File: config.mk
export PLATFORM = sky130hd
export DESIGN_NAME = fc_layer_sequencer
export DESIGN_NICKNAME = d
export VERILOG_FILES = /design/src/rtl/fc_pkg.sv /design/src/rtl/fc_mac_unit.sv /design/src/rtl/fc_layer_sequencer.sv
export SDC_FILE = /design/constraint.sdc
export NUM_CORES = 1
export LEC_CHECK = 0
export CAP_MARGIN = 40
export CORE_MARGIN = 2
export CORE_UTILIZATION = 50
export CTS_CLUSTER_SIZE = 30
export DETAILED_ROUTE_END_ITERATION = 8
export GPL_ROUTABILITY_DRIVEN = 1
export MAX_ROUTING_LAYER = met4
export PLACE_DENSITY = 0.72
export SLEW_MARGIN = 20
export SYNTH_ARGS = -nofsm -noshare
export SYNTH_HDL_FRONTEND = slang
export SYNTH_HIERARCHICAL = 1
export SYNTH_SLANG_ARGS = --single-unit
export TNS_END_PERCENT = 5
File: constraint.sdc
create_clock -name clk -period 7.4 [get_ports clk]
set_input_delay 0.74 -clock clk [delete_from_list [all_inputs] [get_ports clk]]
set_output_delay 0.74 -clock clk [all_outputs]
set_load 0.01 [all_outputs]
File: src/rtl/fc_pkg.sv
// Shared constants and types for the fully-connected head sequencer.
//   DW/FRAC  : Q8.8 activation, weight and bias format
//   ACCW     : accumulator width (no wrap over 120 full-scale products)
//   N_IN/N_HID/N_OUT : layer sizes 120 -> 84 -> 10
//   *_AW     : address widths of the ROMs and buffers
//   state_t  : sequencer FSM states
package fc_pkg;
  localparam int DW     = 16;
  localparam int FRAC   = 8;
  localparam int ACCW   = 40;
  localparam int N_IN   = 120;
  localparam int N_HID  = 84;
  localparam int N_OUT  = 10;

  localparam int IN_AW  = 7;
  localparam int W1_AW  = 14;
  localparam int B1_AW  = 7;
  localparam int HID_AW = 7;
  localparam int W2_AW  = 10;
  localparam int B2_AW  = 4;
  localparam int CNT_W  = 7;

  typedef enum logic [2:0] {
    S_IDLE,
    S_BIAS,
    S_MAC,
    S_DRAIN,
    S_WB,
    S_DONE
  } state_t;
endpackage

File: src/rtl/fc_mac_unit.sv
// Single signed 16x16 multiply-accumulate with Q8.8 result formatting.
//   clk, rst_n  : clock, asynchronous active-low reset (acc cleared)
//   i_clear     : load acc with the bias aligned to Q16.16 (priority over i_en)
//   i_en        : add the current a*b product into acc
//   i_relu_en   : clamp negative results to zero
//   i_bias/i_a/i_b : Q8.8 operands
//   o_result    : (acc >>> FRAC) saturated to 16 bits, optional ReLU
module fc_mac_unit
  import fc_pkg::*;
(
  input  logic                 clk,
  input  logic                 rst_n,
  input  logic                 i_clear,
  input  logic                 i_en,
  input  logic                 i_relu_en,
  input  logic signed [DW-1:0] i_bias,
  input  logic signed [DW-1:0] i_a,
  input  logic signed [DW-1:0] i_b,
  output logic        [DW-1:0] o_result
);
  localparam logic signed [ACCW-1:0] SAT_MAX = ACCW'(32767);
  localparam logic signed [ACCW-1:0] SAT_MIN = -ACCW'(32768);

  logic signed [ACCW-1:0] r_acc;
  logic signed [2*DW-1:0] w_prod;
  logic signed [ACCW-1:0] w_prod_ext;
  logic signed [ACCW-1:0] w_bias_ext;
  logic signed [ACCW-1:0] w_acc_sh;
  logic        [DW-1:0]   w_sat;

  assign w_prod     = i_a * i_b;
  assign w_prod_ext = {{(ACCW-2*DW){w_prod[2*DW-1]}}, w_prod};
  // Bias is Q8.8; products are Q16.16, so the bias enters shifted by FRAC.
  assign w_bias_ext = {{(ACCW-DW-FRAC){i_bias[DW-1]}}, i_bias, {FRAC{1'b0}}};
  // Arithmetic shift floors toward -inf, which is the intended rounding.
  assign w_acc_sh   = r_acc >>> FRAC;

  // NOTE: every variable gets a default at the top of always_comb so no path leaves it unassigned (no latch).
  always_comb begin
    w_sat = w_acc_sh[DW-1:0];
    if (w_acc_sh > SAT_MAX)      w_sat = 16'h7FFF;
    else if (w_acc_sh < SAT_MIN) w_sat = 16'h8000;
    o_result = (i_relu_en && w_sat[DW-1]) ? '0 : w_sat;
  end

  // NOTE: sequential state uses non-blocking assignments so all registers update together at the edge.
  always_ff @(posedge clk or negedge rst_n) begin
    if (!rst_n)       r_acc <= '0;
    else if (i_clear) r_acc <= w_bias_ext;
    else if (i_en)    r_acc <= r_acc + w_prod_ext;
  end
endmodule

File: src/rtl/fc_layer_sequencer.sv
// Sequences the CNN head: dense 120->84 with ReLU, then dense 84->10 linear.
//   clk, rst_n        : clock, asynchronous active-low reset
//   start/busy/done   : run request (IDLE only), run in progress, end-of-run pulse
//   in_addr/in_data   : input-vector buffer read (1-cycle latency)
//   w1_*/b1_*         : layer-1 weight (n*120+i) and bias (n) ROMs
//   hid_we/waddr/wdata: hidden-buffer write of the post-ReLU activation
//   hid_raddr/rdata   : hidden-buffer read for layer 2
//   w2_*/b2_*         : layer-2 weight (k*84+j) and bias (k) ROMs
//   out_valid/ready/idx/data : class-score stream, held until accepted
module fc_layer_sequencer
  import fc_pkg::*;
(
  input  logic              clk,
  input  logic              rst_n,
  input  logic              start,
  output logic              busy,
  output logic              done,
  output logic [IN_AW-1:0]  in_addr,
  input  logic [DW-1:0]     in_data,
  output logic [W1_AW-1:0]  w1_addr,
  input  logic [DW-1:0]     w1_data,
  output logic [B1_AW-1:0]  b1_addr,
  input  logic [DW-1:0]     b1_data,
  output logic              hid_we,
  output logic [HID_AW-1:0] hid_waddr,
  output logic [DW-1:0]     hid_wdata,
  output logic [HID_AW-1:0] hid_raddr,
  input  logic [DW-1:0]     hid_rdata,
  output logic [W2_AW-1:0]  w2_addr,
  input  logic [DW-1:0]     w2_data,
  output logic [B2_AW-1:0]  b2_addr,
  input  logic [DW-1:0]     b2_data,
  output logic              out_valid,
  input  logic              out_ready,
  output logic [B2_AW-1:0]  out_idx,
  output logic [DW-1:0]     out_data
);
  state_t             r_state;
  logic               r_layer;  // 0 = layer 1, 1 = layer 2
  logic [CNT_W-1:0]   r_n;      // output neuron
  logic [CNT_W-1:0]   r_i;      // input index whose address is on the bus

  logic               w_last_i;
  logic               w_last_n;
  logic               w_mac_clear;
  logic               w_mac_en;
  logic signed [DW-1:0] w_a;
  logic signed [DW-1:0] w_b;
  logic signed [DW-1:0] w_bias;
  logic [DW-1:0]      w_result;
  logic [W1_AW-1:0]   w_w1_base;
  logic [W2_AW-1:0]   w_w2_base;

  assign w_last_i  = (r_i == (r_layer ? CNT_W'(N_HID-1) : CNT_W'(N_IN-1)));
  assign w_last_n  = (r_n == (r_layer ? CNT_W'(N_OUT-1) : CNT_W'(N_HID-1)));
  assign w_w1_base = W1_AW'(r_n) * W1_AW'(N_IN);
  assign w_w2_base = W2_AW'(r_n) * W2_AW'(N_HID);

  // Data on the bus always belongs to the previous cycle's address: the
  // first MAC cycle sees the bias, later MAC cycles and DRAIN see products.
  assign w_mac_clear = (r_state == S_MAC) && (r_i == '0);
  assign w_mac_en    = ((r_state == S_MAC) && (r_i != '0)) || (r_state == S_DRAIN);
  assign w_a         = r_layer ? hid_rdata : in_data;
  assign w_b         = r_layer ? w2_data   : w1_data;
  assign w_bias      = r_layer ? b2_data   : b1_data;

  fc_mac_unit u_mac (
    .clk       (clk),
    .rst_n     (rst_n),
    .i_clear   (w_mac_clear),
    .i_en      (w_mac_en),
    .i_relu_en (~r_layer),
    .i_bias    (w_bias),
    .i_a       (w_a),
    .i_b       (w_b),
    .o_result  (w_result)
  );

  // The accumulator is frozen in WB, so the result is stable for the write
  // strobe and for the whole time a score waits on out_ready.
  assign hid_wdata = w_result;
  assign out_data  = w_result;

  always_ff @(posedge clk or negedge rst_n) begin
    if (!rst_n) begin
      r_state   <= S_IDLE;
      r_layer   <= 1'b0;
      r_n       <= '0;
      r_i       <= '0;
      busy      <= 1'b0;
      done      <= 1'b0;
      in_addr   <= '0;
      w1_addr   <= '0;
      b1_addr   <= '0;
      hid_we    <= 1'b0;
      hid_waddr <= '0;
      hid_raddr <= '0;
      w2_addr   <= '0;
      b2_addr   <= '0;
      out_valid <= 1'b0;
      out_idx   <= '0;
    end else begin
      case (r_state)
        S_IDLE: begin
          if (start) begin
            busy    <= 1'b1;
            r_layer <= 1'b0;
            r_n     <= '0;
            b1_addr <= '0;
            r_state <= S_BIAS;
          end
        end
        S_BIAS: begin
          r_i     <= '0;
          r_state <= S_MAC;
          if (r_layer) begin
            hid_raddr <= '0;
            w2_addr   <= w_w2_base;
          end else begin
            in_addr <= '0;
            w1_addr <= w_w1_base;
          end
        end
        S_MAC: begin
          if (w_last_i) begin
            r_state <= S_DRAIN;
          end else begin
            r_i <= r_i + CNT_W'(1);
            if (r_layer) begin
              hid_raddr <= hid_raddr + HID_AW'(1);
              w2_addr   <= w2_addr + W2_AW'(1);
            end else begin
              in_addr <= in_addr + IN_AW'(1);
              w1_addr <= w1_addr + W1_AW'(1);
            end
          end
        end
        S_DRAIN: begin
          r_state <= S_WB;
          if (r_layer) begin
            out_valid <= 1'b1;
            out_idx   <= r_n[B2_AW-1:0];
          end else begin
            hid_we    <= 1'b1;
            hid_waddr <= r_n;
          end
        end
        S_WB: begin
          if (!r_layer) begin
            hid_we  <= 1'b0;
            r_state <= S_BIAS;
            if (w_last_n) begin
              r_layer <= 1'b1;
              r_n     <= '0;
              b2_addr <= '0;
            end else begin
              r_n     <= r_n + CNT_W'(1);
              b1_addr <= r_n + B1_AW'(1);
            end
          end else if (out_ready) begin
            out_valid <= 1'b0;
            if (w_last_n) begin
              busy    <= 1'b0;
              done    <= 1'b1;
              r_state <= S_DONE;
            end else begin
              r_n     <= r_n + CNT_W'(1);
              b2_addr <= r_n[B2_AW-1:0] + B2_AW'(1);
              r_state <= S_BIAS;
            end
          end
        end
        S_DONE: begin
          done    <= 1'b0;
          r_state <= S_IDLE;
        end
        default: r_state <= S_IDLE;
      endcase
    end
  end
endmodule

# ---- Yosys cells after proc, flatten, opt, wreduce, memory -nomap -nowiden
# Cells that the tools add are included.
dict set report word_totals {
  reg_bits 122
  latchBits 0
  ram_bits 0
  mem_bits_ro 0
  out_inout_bits 96
  wordCells 149
  n_memories 0
}
dict set report op_classes {
  addsub 8
  mul 3
  div 0
  n_lt_le_gt_ge 2
  eq_ne 25
  shift 0
  muxes 66
  bitwise_logic 1
  reduce_logical 27
}
# op count
set ops {}
lappend ops {{$mux W7} 14}
lappend ops {{$mux W16} 6}
lappend ops {{$mux W40} 2}
lappend ops {{$pmux W7 S2} 5}
lappend ops {{$mux W14} 3}
lappend ops {{$add A40 B32 Y40} 1}
lappend ops {{$gt A32 B16 Y1 const B} 1}
lappend ops {{$lt A32 B16 Y1 const B} 1}
lappend ops {{$mul A16 B16 Y32} 1}
lappend ops {{$ne A2 B2 Y1 const B} 16}
lappend ops {{$mux W10} 3}
lappend ops {{$add A7 B1 Y7 const B} 4}
lappend ops {{$pmux W14 S2} 1}
lappend ops {{$reduce_and A4 Y1} 7}
lappend ops {{$pmux W10 S2} 1}
lappend ops {{$mux W4} 4}
lappend ops {{$mux W1} 15}
lappend ops {{$mux W3} 5}
lappend ops {{$pmux W3 S5} 1}
lappend ops {{$add A14 B1 Y14 const B} 1}
lappend ops {{$eq A7 B7 Y1} 2}
lappend ops {{$reduce_bool A2 Y1} 6}
lappend ops {{$mul A7 B4 Y11 const B} 1}
lappend ops {{$add A10 B1 Y10 const B} 1}
lappend ops {{other kinds (17)} 30}

# ---- Longest topological paths before layout
dict set report depth {
  depth_word 6
  ltp_mapped 28
}

# ---- Modules after synthesis
# Netlist, hierarchy kept.
# module n_inst cells_each area_each_um2 seq_area_each_um2
set by_module_without_submodules {}
lappend by_module_without_submodules {fc_mac_unit 1 1564 14256.2 1001.0}
lappend by_module_without_submodules {fc_layer_sequencer 1 618 5953.2 2052.0}

# ---- Least setup slack after synthesis
# Ideal clock, no wire load.
dict set report synth_path {
  path_kind {reg-to-reg}
  start {register r_layer}
  end {register u_mac.r_acc[39]}
  setup_ps 126
  arrival_time_ps 7636
  required_ps 7274
  slack_ps -362
  path_stages_with_launch 28
  path_buffers 4
  period_less_slack_ps 7762
  path_cell_list {dfrtp_1 -> buf_2 -> clkbuf_1 -> clkbuf_1 -> mux2_2 -> clkbuf_1 -> nand2_1 -> inv_1 -> fa_1 -> inv_1 -> fa_1 -> fa_1 -> inv_1 -> fa_1 -> fa_1 -> inv_1 -> fa_1 -> inv_1 -> ha_1 -> a21o_1 -> a31o_1 -> a221o_1 -> o211ai_2 -> a211oi_2 -> o41ai_2 -> o21ai_1 -> xnor2_1 -> a221o_1}
}
dict set report synth_via {
  elab_chain_cells 5
}
# element line_no
set synth_lines {}
lappend synth_lines {{start, declared} fc_layer_sequencer.sv:39} ;# logic r_layer;
lappend synth_lines {{start signal, assigned} fc_layer_sequencer.sv:87} ;# r_layer <= 1'b0;
lappend synth_lines {{start signal, assigned} fc_layer_sequencer.sv:107} ;# r_layer <= 1'b0;
lappend synth_lines {{start signal, assigned} fc_layer_sequencer.sv:153} ;# r_layer <= 1'b1;
lappend synth_lines {{$mux W16} fc_layer_sequencer.sv:64} ;# assign w_b = r_layer ? w2_data : w1_data;
lappend synth_lines {{net w_b[1]} fc_layer_sequencer.sv:48} ;# logic signed [DW-1:0] w_b;
lappend synth_lines {{$mul A16 B16 Y32} fc_mac_unit.sv:31} ;# assign w_prod = i_a * i_b;
lappend synth_lines {{$add A40 B32 Y40} fc_mac_unit.sv:50} ;# else if (i_en) r_acc <= r_acc + w_prod_ext;
lappend synth_lines {{$mux W40} fc_mac_unit.sv:50}
lappend synth_lines {{$mux W40} fc_mac_unit.sv:49} ;# else if (i_clear) r_acc <= w_bias_ext;
lappend synth_lines {{end signal, assigned} fc_mac_unit.sv:49}
lappend synth_lines {{end signal, assigned} fc_mac_unit.sv:50}
lappend synth_lines {{end, declared} fc_mac_unit.sv:24} ;# logic signed [ACCW-1:0] r_acc;
# The timed path passes the listed nets, and every way through them passes these cells. The select of a mux whose other input is x is not followed.
# A chain may end at the register's enable or synchronous reset.

# ---- Worst setup path after layout
# Ends and elaborated chain as after synthesis.

==> results_dict.tcl <==
set metrics [dict create \
    viasPerCell 5.344 \
    drive_above_1_share 0.1395 \
    crit_required_ps 7700 \
    vias 16170 \
    route.detailed.drc 0 \
    h-tree-depth 4 \
    final_max_slew_viol_count 0 \
    synth.most_common_cell "inv_1" \
    wl_per_cell_um 17.92 \
    post-place-ws_ps -463.2 \
    hp-class "in -> async" \
    port_buffers 195 \
    antenna_left 0 \
    skew_ps 8.540 \
    drtIter0Drc 961 \
    synth_flop_cell "dfrtp_1" \
    start_util 0.5075 \
    io_pins 196 \
    drv_cap 0 \
    n_antenna_cell 0 \
    core_mm2 0.03982 \
    syn_nets 2776 \
    die_w_um 205.0 \
    drtPass1Iterations 5 \
    cpPeakStageDelay_ps 600 \
    place_congestion 0.8867 \
    crit_type "reg -> reg" \
    critical_path.max_fanout 9 \
    synth_area_leaders "fa_1 (34%), dfrtp_1 (15%), ha_1 (9.3%)" \
    grt_pass1_vias 17230 \
    min_period_ps 7228 \
    antenna_found_initial 0 \
    grt_max_degree 65 \
    synth_area_mm2 0.02021 \
    worstSetupStartpointType "register" \
    grt_overflow 0 \
    synth_edf_count 0 \
    syn_avg_cell_area_um2 9.262 \
    clk_pin_slew_ps 60 \
    cts_buffers 17 \
    crit_family "adder cells" \
    synth_warnings 6 \
    period_share 0.9767 \
    cts_max_path_buffers 2 \
    tightest_slew_ps 819.2 \
    hold_viol 0 \
    synthArstFlopShare 1.000 \
    cts_tree "done" \
    clk_latency_ps 420 \
    critPathBufInv 4 \
    cp_slowest_cell "fa_1" \
    final.setup.worst_slack_ps 172.2 \
    area_delta_synth_final_pct 22.67 \
    path_cells "buf_4 > buf_12 > mux2_4 > and2_1 > fa_1 > fa_1 > fa_2 > fa_1 > fa_1 > inv_1 > fa_1 > inv_1 > ha_4 > a21o_1 > a31o_1 > a221o_1 > o211ai_4 > a211oi_4 > o41ai_2 > o21ai_1 > xnor2_1 > a221o_1" \
    synth_common_cells "inv_1 (447), fa_1 (343), nand2_1 (210)" \
    grt_pass1_wl_um 88970 \
    end_kind "register" \
    cp_data_arrival_time_ps 7520 \
    dpl.hpwl_um 44300 \
    netlist.area_leader.share 0.3398 \
    cts.root.buffer_cell "clkbuf_16" \
    synth-seq-cells 122 \
    hold_buffers 0 \
    outcome "finished, final reports clean" \
    die_area_mm2 0.04204 \
    grt_usage 0.2767 \
    yosysTopAreaCell "fa_1" \
    cts.sinks 122 \
    nNetsFinal 3082 \
    die_height_um 205.0 \
    row_count 73 \
    fmax_mhz 138.4 \
    final-setup-viol-count 0 \
    wirelength_um 54220 \
    crit_top_cell "fa_1" \
    slew_headroom 0.4539 \
    yosysSeqAreaShare 0.1511 \
    syn_inst 2182 \
    yosysUniqueCellTypes 78 \
]
[worst paths after layout]
path                                   startpoint                     endpoint  slack [ps]  depth (start not counted)
max in group asynchronous                   rst_n  u_mac/r_acc[15]$_DFFE_PN0P_        5860                          3
hold / removal                              rst_n       w1_addr[8]$_DFFE_PN0P_         280                          1
setup reg to reg              r_layer$_DFFE_PN0P_  u_mac/r_acc[39]$_DFFE_PN0P_         170                         22
setup / recovery              r_layer$_DFFE_PN0P_  u_mac/r_acc[39]$_DFFE_PN0P_         170                         22
hold reg to reg            out_idx[2]$_DFFE_PN0P_       out_idx[2]$_DFFE_PN0P_         480                          2
min in group clk           out_idx[2]$_DFFE_PN0P_       out_idx[2]$_DFFE_PN0P_         480                          2
[sequential cells by signal, summed over array words and instances (netlist names)]
| register | cells |
|---|---|
| busy | 1 |
| done | 1 |
| r_n | 7 |
| w2_addr | 10 |
| r_i | 7 |
| b1_addr | 7 |
| w1_addr | 14 |
| hid_raddr | 7 |
| b2_addr | 4 |
| r_layer | 1 |
| hid_waddr | 7 |
| r_state | 3 |
| u_mac/r_acc | 40 |
| hid_we | 1 |
| out_valid | 1 |
| in_addr | 7 |
| out_idx | 4 |
[final cells by class]
cell class,count,area (um^2)
Timing Repair Buffer,377,3390
Tap cell,525,656.9
Fill cell,3411,15030
Clock inverter,14,172.7
Inverter,447,1684
Sequential cell,122,3057
Multi-Input combinational cell,1523,15400
Clock buffer,18,429.2
[kinds of logic (layout without fill, tap and decap cells)]
family	after synthesis	count (layout)	synth area share
mux	81	84	0.04538
simple gates	581	581	0.1407
buf+inv	540	856	0.1048
fa+ha+maj	494	494	0.4333
xor+xnor	72	72	0.03120
compound gates	292	292	0.09361
flops	122	122	0.1511
[through the flow]
stage                     std cells  utilization  instance area, um^2  hold slack (ps)  TNS [ps]
after floorplan                2182            -                20230            444.4         0
after global placement         2978       0.5954                23710            475.1     -1857
after detailed placement       2980       0.5961                23740            472.7     -2597
after CTS                      3016       0.6124                24390            281.4         0
after global routing           3026       0.6225                24790            299.5    -6.950
final                          3026       0.6225                24790            275.4         0
[what timing repair did]
action | in CTS | in global routing
pin swaps | 2 | 44
setup endpoints to repair | 2 | 13
setup buffers | 4 | 7
resized for setup | 2 | 61
endpoints found under the hold margin | 0 | 0
cloned | 0 | 3
[cells in the final DEF, fill, tap and decap left out, types with 42 or more instances in the layout]
cell	instances
inv_1	444
fa_1	334
nand2_1	206
clkdlybuf4s50_1	194
buf_4	175
ha_1	142
dfrtp_1	121
nor2_1	118
and2_1	117
a21oi_1	81
o21ai_0	49
mux2_2	42
xnor2_1	42
[layer usage]
| metal | track usage | part of all wire | vias to the layer above |
|---|---|---|---|
| met3 | 0.04232 | 0.057 | 73 |
| li1 | - | - | 7462 |
| met4 | 0.05935 | 0.020 | 0 |
| met2 | 0.4472 | 0.48 | 470 |
| met1 | 0.3716 | 0.44 | 8166 |
| met5 | - | 0 | - |
Power is left out: the tool's default activity adds up to more than one toggle a clock period on the data nets, which glitch-free logic cannot reach.
